<file path="src/rtl/counter_demux_pkg.sv">
// rtl/counter_demux_pkg.sv - shared constants and helpers for the LCD wait-timer
//
// Contents:
//   WAIT_*     default channel periods in clk cycles
//   sel_e      delay-class selector encodings
//   cnt_width  counter width needed to hold 0 .. count-1 (at least 1 bit)
package counter_demux_pkg;

  localparam int WAIT_EN    = 2;
  localparam int WAIT_INST  = 20;
  localparam int WAIT_10MS  = 2500;
  localparam int WAIT_100MS = 25000;

  typedef enum logic [1:0] {
    SEL_EN    = 2'd0,
    SEL_INST  = 2'd1,
    SEL_10MS  = 2'd2,
    SEL_100MS = 2'd3
  } sel_e;

  // A period of 1 still needs a 1-bit register.
  function automatic int cnt_width(input int count);
    return (count > 1) ? $clog2(count) : 1;
  endfunction

endpackage

</file>
<file path="src/rtl/counter_demux_counter.sv">
// rtl/counter_demux_counter.sv - free-running modulo-COUNT counter with terminal tick
//
// Ports:
//   clk      system clock, rising edge
//   rst      asynchronous active-high reset, loads RESET
//   restart  synchronous clear to 0, wins over wrap
//   flag     high while the count sits at COUNT-1
module counter
  import counter_demux_pkg::*;
#(
  parameter int COUNT = 2,
  parameter int RESET = 0
) (
  input  logic clk,
  input  logic rst,
  input  logic restart,
  output logic flag
);

  localparam int W = cnt_width(COUNT);
  localparam logic [W-1:0] LAST    = W'(COUNT - 1);
  localparam logic [W-1:0] RST_VAL = W'(RESET);

  logic [W-1:0] cnt;

  always_ff @(posedge clk or posedge rst) begin
    if (rst) begin
      cnt <= RST_VAL;
    end else if (restart) begin
      cnt <= '0;
    end else if (cnt == LAST) begin
      cnt <= '0;
    end else begin
      cnt <= cnt + 1'b1;
    end
  end

  // With COUNT == 1 the count never leaves 0, so the tick is stuck high.
  assign flag = (cnt == LAST);

endmodule

</file>
<file path="src/rtl/counter_demux_demux.sv">
// rtl/counter_demux_demux.sv - binary to one-hot decoder with a reserved top bit
//
// Ports:
//   val  binary select value
//   sel  one-hot decode, bit[val] set; bit[2**BITS] is reserved and always 0
module demux #(
  parameter int BITS = 2
) (
  input  logic [BITS-1:0]  val,
  output logic [2**BITS:0] sel
);

  always_comb begin
    sel = '0;
    for (int i = 0; i < 2**BITS; i++) begin
      sel[i] = (val == BITS'(i));
    end
  end

endmodule

</file>
<file path="src/rtl/counter_demux.sv">
// rtl/counter_demux.sv - four-channel LCD wait-timer with selectable terminal flag
//
// Ports:
//   clk      system clock, rising edge
//   rst      asynchronous active-high reset
//   restart  synchronous clear of every channel counter
//   sel      delay-class select
//   onehot   decoded sel (top bit reserved, 0)
//   tick     per-channel terminal-count pulses
//   flag     tick of the selected channel, no added latency
module counter_demux
  import counter_demux_pkg::*;
#(
  parameter int BITS   = 2,
  parameter int COUNT0 = WAIT_EN,
  parameter int COUNT1 = WAIT_INST,
  parameter int COUNT2 = WAIT_10MS,
  parameter int COUNT3 = WAIT_100MS,
  parameter int RESET  = 0
) (
  input  logic               clk,
  input  logic               rst,
  input  logic               restart,
  input  logic [BITS-1:0]    sel,
  output logic [2**BITS:0]   onehot,
  output logic [2**BITS-1:0] tick,
  output logic               flag
);

  localparam int N = 2**BITS;

  function automatic int period(input int idx);
    case (idx)
      0:       return COUNT0;
      1:       return COUNT1;
      2:       return COUNT2;
      default: return COUNT3;
    endcase
  endfunction

  // Every channel runs all the time; sel only chooses which tick reaches flag.
  for (genvar g = 0; g < N; g++) begin : g_chan
    counter #(
      .COUNT(period(g)),
      .RESET(RESET)
    ) u_counter (
      .clk    (clk),
      .rst    (rst),
      .restart(restart),
      .flag   (tick[g])
    );
  end

  demux #(
    .BITS(BITS)
  ) u_demux (
    .val(sel),
    .sel(onehot)
  );

  assign flag = |(tick & onehot[N-1:0]);

endmodule

</file>
<file path="config.mk">
export PLATFORM = sky130hd
export DESIGN_NAME = counter_demux
export DESIGN_NICKNAME = d
export VERILOG_FILES = /design/src/rtl/counter_demux_pkg.sv /design/src/rtl/counter_demux_counter.sv /design/src/rtl/counter_demux_demux.sv /design/src/rtl/counter_demux.sv
export SDC_FILE = /design/constraint.sdc
export NUM_CORES = 1
export LEC_CHECK = 0
export BUFFER_PORTS_ARGS = -buffer_cell sky130_fd_sc_hd__buf_2
export CAP_MARGIN = 10
export CORE_MARGIN = 3
export CORE_UTILIZATION = 46
export DETAILED_ROUTE_END_ITERATION = 8
export MAX_ROUTING_LAYER = met4
export PLACE_DENSITY_LB_ADDON = 0.3
export SETUP_SLACK_MARGIN = 0.15
export SLEW_MARGIN = 0
export SYNTH_ARGS = -nofsm -noshare
export SYNTH_HDL_FRONTEND = slang
export SYNTH_SLANG_ARGS = --single-unit
</file>
<file path="constraint.sdc">
create_clock -name clk -period 2.05 [get_ports clk]
set_clock_uncertainty 0.2 [all_clocks]
set_input_delay 0.205 -clock clk [delete_from_list [all_inputs] [get_ports clk]]
set_output_delay 0.205 -clock clk [all_outputs]
set_load 0.01 [all_outputs]
</file>
==> results_dict.tcl, run 1 <==
set metrics [dict create \
    status "finished, violations left" \
    failed_checks "negative setup slack" \
    antenna_found_initial 0 \
    min_period_ps 2300 \
    hold_class "in -> reg" \
    yosys.area.top_type "dfrtp_1" \
    syn_inst 174 \
    final_cell_area_mm2 0.00220 \
    crit_required_ps 1640 \
    gp_congestion 0.885 \
    drc 0 \
    synth_area_leaders "dfrtp_1 (48%), xnor2_1 (11%), nor2_1 (5.6%)" \
    syn2layout_area_growth_pct 27.4 \
    synth.avg_cell_area_um2 9.93 \
    vias 1321 \
    synthSimpleGateAreaFrac_pct 27.9 \
    rsz0062_at_grt "true" \
    clock_sinks 33 \
    synth_edf_count 0 \
    dieArea_mm2 0.00453 \
    dp_hpwl_um 2320 \
    drt_iter0_drc 85 \
    wl_per_cell_um 13.7 \
    first_global_vias 1359 \
    clk_transition_reported_paths_ps 70 \
    numCtsBuffers 5 \
    antenna_cells 0 \
    p_leak_uw 0.000906 \
    whs_path_depth 2 \
    fin_ws_ps -248 \
    pre_cts_slack_ps 10.2 \
    crit_type "reg -> out" \
    cp_num_cells 5 \
    num-nets-final 217 \
    ir_worst_vdd_mv 0.429 \
    dpl-instance-area_mm2 0.00190 \
    die_w_um 67.3 \
    viasPerCell 5.20 \
    io_pins 15 \
    fin_crit_sh_pct 112 \
    htreeDepth 2 \
    core_area_mm2 0.00347 \
    port_buffers 13 \
    cts-root-buf "clkbuf_8" \
    final_layout_size_suffix_gt1_share_pct 35.1 \
    ys_ff_latch 33 \
    max_freq_mhz 435 \
    crit_fanout 2 \
    die_height_um 67.3 \
    wl_um 3490 \
    cp_top_family "simple AND/OR/NAND/NOR gates" \
    synth_top_family_by_area "simple AND/OR/NAND/NOR gates" \
    synth_mux_area_share_pct 1.16 \
    start_kind "flip-flop" \
    synthAdderAreaFrac_pct 2.90 \
    synth_compound_area_share_pct 1.45 \
    ys_warn_count 0 \
    synth_xor_area_share_pct 12.7 \
    final_hold_viol_count 0 \
    finalSetupViolCount 17 \
    start_util_pct 49.8 \
    synth_area_mm2 0.00173 \
    crit_slowest_cell "or4b_4" \
    synth_top_area_share_pct 47.8 \
    endpoint_kind "primary output" \
    clkLatencyLatePin_ps 290 \
    grt_pass1_wl_um 6250 \
    synthDistinctLibCells 32 \
    slew_viol_final 0 \
    drtAntennaViolNets 0 \
    ff2ff_path_depth 7 \
    crit_buf_inv 1 \
    path_cells "or4b_4 -> nor4_4 -> mux2i_1 -> a21oi_2 -> buf_2" \
    synth_nets 183 \
    powerDensity_mw_per_mm2 588 \
    ys_async_sr_fraction_pct 100 \
    synth-seq-area-share_pct 47.8 \
    overflow 0 \
    cts_buffer_depth 2 \
    grt_max_degree 34 \
    grt_usage_pct 19.4 \
    cts_tree "yes" \
    maxCapViolCount 0 \
    drt_first_pass_iters 4 \
    synth_flop_cell "dfrtp_1" \
    row_count 21 \
    critPathMaxStageDelay_ps 550 \
    arrival_ps 1890 \
]
per-stage QoR:
step	utilization, %	total power (uW)	cells	hold WS (ps)	setup TNS (ps)
after detailed placement	54.7	789	238	128	0
after global routing	63.5	1360	254	23.4	-2580
after floorplan	-	761	174	134	0
final	63.5	1290	254	7.93	-1280
after CTS	60.5	1290	251	5.52	-1090
after global placement	54.7	782	238	105	0
cell families (layout without fill, tap and decap cells):
family | after synthesis | after routing
AOI/OAI and AO/OA | 4 | 4
xor gates and xnor gates | 25 | 25
adders and majority gates | 4 | 4
buffers and inverters | 15 | 49
DFF | 33 | 33
muxes | 2 | 2
other | 1 | 1
and+or+nand+nor | 90 | 90
report_power, final:
group	leakage (uW)	internal, uW	switching [uW]	total [uW]
Combinational	0.000410	49.1	66.7	116
Sequential	0.000452	667	16.9	684
Clock	0.0000443	266	227	493
per-layer routing:
| metal | GRT usage, % | share of wire, % |
|---|---|---|
| met5 | - | 0 |
| met4 | 9.11 | 2.4 |
| met1 | 21.3 | 41 |
| met2 | 32.8 | 53 |
| met3 | 5.16 | 4.0 |
worst paths after layout:
| path | start | to | slack, ps |
|---|---|---|---|
| min in group asynchronous | rst | g_chan[1].u_counter.cnt[0] | 350 |
| setup / recovery | g_chan[3].u_counter.cnt[12] | flag | -250 |
| hold reg to reg | g_chan[0].u_counter.flag | g_chan[0].u_counter.flag | 250 |
| max in group asynchronous | rst | g_chan[2].u_counter.cnt[0] | 990 |
| hold / removal | restart | g_chan[0].u_counter.flag | 8 |
| setup reg to reg | g_chan[3].u_counter.cnt[12] | g_chan[3].u_counter.cnt[13] | -80 |
layout make-up:
type                            count  area [um^2]
Tap cell                           46         57.6
Sequential cell                    33          826
Timing Repair Buffer               36          293
Clock buffer                        7         86.3
Multi-Input combinational cell    126          916
Fill cell                         269         1270
Inverter                            6         22.5
cell usage after synthesis, types with 3 or more instances:
| master | count |
|---|---|
| dfrtp_1 | 33 |
| nor2_1 | 26 |
| xnor2_1 | 21 |
| nand2_1 | 12 |
| nand3_1 | 11 |
| nor2_2 | 10 |
| nor4_1 | 8 |
| nor3_1 | 7 |
| buf_4 | 6 |
| inv_1 | 6 |
| ha_1 | 4 |
| xor2_1 | 4 |
| nand4_1 | 3 |
| nor2b_1 | 3 |
placed cells by master (no fill, tap or decap), types with 2 or more instances in the layout:
cell type,Yosys,layout
ha_1,4,3
nand4_1,3,3
nor2_1,26,15
nor2_4,0,9
nor4_1,8,8
clkbuf_8,0,6
nor2_2,10,12
inv_1,6,6
nor2b_1,3,3
xor2_1,4,4
nand2_1,12,12
buf_6,1,4
nor3_1,7,6
or2_4,0,2
or4b_4,0,3
nand3_1,11,11
mux2i_1,2,2
dfrtp_1,33,33
buf_4,6,18
xnor2_1,21,21
buf_2,0,11
state kept, by name, summed over array words and instances (netlist names):
register               flops
g_chan.u_counter.cnt      32
g_chan.u_counter.flag      1
what timing repair did:
| item | 4_1_cts | 5_1_grt |
|---|---|---|
| hold buffers | 1 | 0 |
| pin swaps | 7 | 18 |
| cloned | 1 | 0 |
| setup buffers | 4 | 3 |
| hold endpoints to repair | 33 | 0 |
| setup endpoints to repair | 30 | 18 |
| gates resized for setup | 13 | 20 |
(Power assumes the default switching activity.)
==> run 2: changes to the inputs <==
Settings changed: GPL_ROUTABILITY_DRIVEN set to 0, RECOVER_POWER set to 100.
==> results_dict.tcl, run 2 (synthesis gave the netlist of run 1 again) <==
set metrics [dict create \
    status "finished, violations left" \
    failed_checks "negative setup slack" \
    top_usage_layer "met2" \
    numCtsBuffers 5 \
    cts_buffer_depth 2 \
    final_hold_viol_count 0 \
    cts-root-buf "clkbuf_8" \
    drt_iter0_drc 87 \
    vias 1314 \
    grt_pass1_wl_um 6250 \
    dp_hpwl_um 2320 \
    grt_max_degree 34 \
    crit_type "reg -> out" \
    clock_sinks 33 \
    slew_headroom_pct 45.4 \
    syn2layout_area_growth_pct 25.5 \
    core_area_mm2 0.00347 \
    r2r-end "g_chan[3].u_counter.cnt[13]" \
    start_util_pct 49.8 \
    crit_slowest_cell "or4b_4" \
    final_cell_area_mm2 0.00217 \
    crit_buf_inv 1 \
    endpoint "flag" \
    final_common_cell "dfrtp_1" \
    maxCapViolCount 0 \
    worst_pin_slew_ps 819 \
    final_cell_mix "dfrtp_1 (33), xnor2_1 (21), nor2_1 (15)" \
    htreeDepth 2 \
    drtAntennaViolNets 0 \
    hold_class "in -> reg" \
    die_w_um 67.3 \
    min_period_ps 2300 \
    clkLatencyLatePin_ps 290 \
    reg2reg_from "g_chan[3].u_counter.cnt[12]" \
    antenna_cells 0 \
    path_cells "or4b_4 -> nor4_4 -> mux2i_1 -> a21oi_2 -> buf_2" \
    critPathLaunch "g_chan[3].u_counter.cnt[12]" \
    start_kind "flip-flop" \
    drt_first_pass_iters 4 \
    powerDensity_mw_per_mm2 594 \
    crit_fanout 2 \
    max_freq_mhz 435 \
    use_met3_pct 5.16 \
    grt_use_met1_pct 21.3 \
    critPathMaxStageDelay_ps 550 \
    final_layout_size_suffix_gt1_share_pct 32.2 \
    cp_top_family "simple AND/OR/NAND/NOR gates" \
    regMostFlops "g_chan.u_counter.cnt" \
    wl_um 3470 \
    row_count 21 \
    ir_worst_vdd_mv 0.428 \
    p_leak_uw 0.000886 \
    ff2ff_path_depth 7 \
    r2r_setup_slack_ps -80 \
    first_global_vias 1359 \
    port_buffers 13 \
    slew_viol_final 0 \
    fin_ws_ps -248 \
    dpl-instance-area_mm2 0.00190 \
    grt_usage_pct 19.4 \
    endpoint_kind "primary output" \
    io_pins 15 \
    fin_tns_setup_ps -1410 \
    cp_num_cells 5 \
    dieArea_mm2 0.00453 \
    p_total_uw 1290 \
    viasPerCell 5.17 \
    num-nets-final 217 \
    finalSetupViolCount 17 \
    die_height_um 67.3 \
    crit_required_ps 1640 \
    antenna_found_initial 0 \
    largest_register_ffs 32 \
    clk_transition_reported_paths_ps 70 \
    arrival_ps 1890 \
    wl_per_cell_um 13.7 \
    fin_crit_sh_pct 112 \
    overflow 0 \
    drc 0 \
    cts_tree "yes" \
    gr-usage-met2_pct 32.8 \
    rsz0062_at_grt "true" \
]
==> run 2: cell types whose count changed in the layout (fill, tap and decap cells not counted), sizes merged <==
cell	previous run	this run
clkbuf	7	15
buf	35	27
==> run 2: per-stage QoR <==
step                      setup WS [ps]  util [%]  hold slack (ps)  std cells
after floorplan                    98.7         -              134        174
after detailed placement           10.2      54.7              128        238
after global placement             42.9      54.7              105        238
after global routing               -330      62.5             23.4        254
after CTS                          -296      60.5             5.52        251
final                              -248      62.5             14.1        254
==> run 2: final cells by class <==
class / instances / area, um^2
Clock buffer: 7 / 86.3
Fill cell: 279 / 1300
Inverter: 6 / 22.5
Multi-Input combinational cell: 126 / 903
Sequential cell: 33 / 826
Tap cell: 46 / 57.6
Timing Repair Buffer: 36 / 273
==> run 2: routing by layer <==
metal	vias up	part of all wire (%)
met5	-	0
met4	0	2.4
met3	9	3.3
met2	21	52
met1	640	43
li1	644	-
==> run 2: timing repair <==
action                                  4_1_cts  5_1_grt
setup buffers                                 4        3
endpoints found under the setup margin       30       18
hold buffers                                  1        0
pin swaps                                     7       18
gates resized for setup                      13       20
cloned                                        1        0
endpoints found under the hold margin        33        0
==> run 2: worst min path at each step <==
stage	startpoint	to	slack, ps	cells past startpoint
after detailed placement	rst	g_chan[3].u_counter.cnt[11]	130	3
after CTS	restart	g_chan[0].u_counter.flag	6	2
final	restart	g_chan[0].u_counter.flag	10	2
after global routing	restart	g_chan[1].u_counter.cnt[3]	20	2
after global placement	rst	g_chan[1].u_counter.cnt[0]	100	3
after floorplan	rst	g_chan[0].u_counter.flag	130	1
==> run 2: power breakdown <==
group          switching, uW  internal (uW)
Combinational           66.7           45.0
Clock                    228            266
Sequential              15.3            667
Total                    310            978
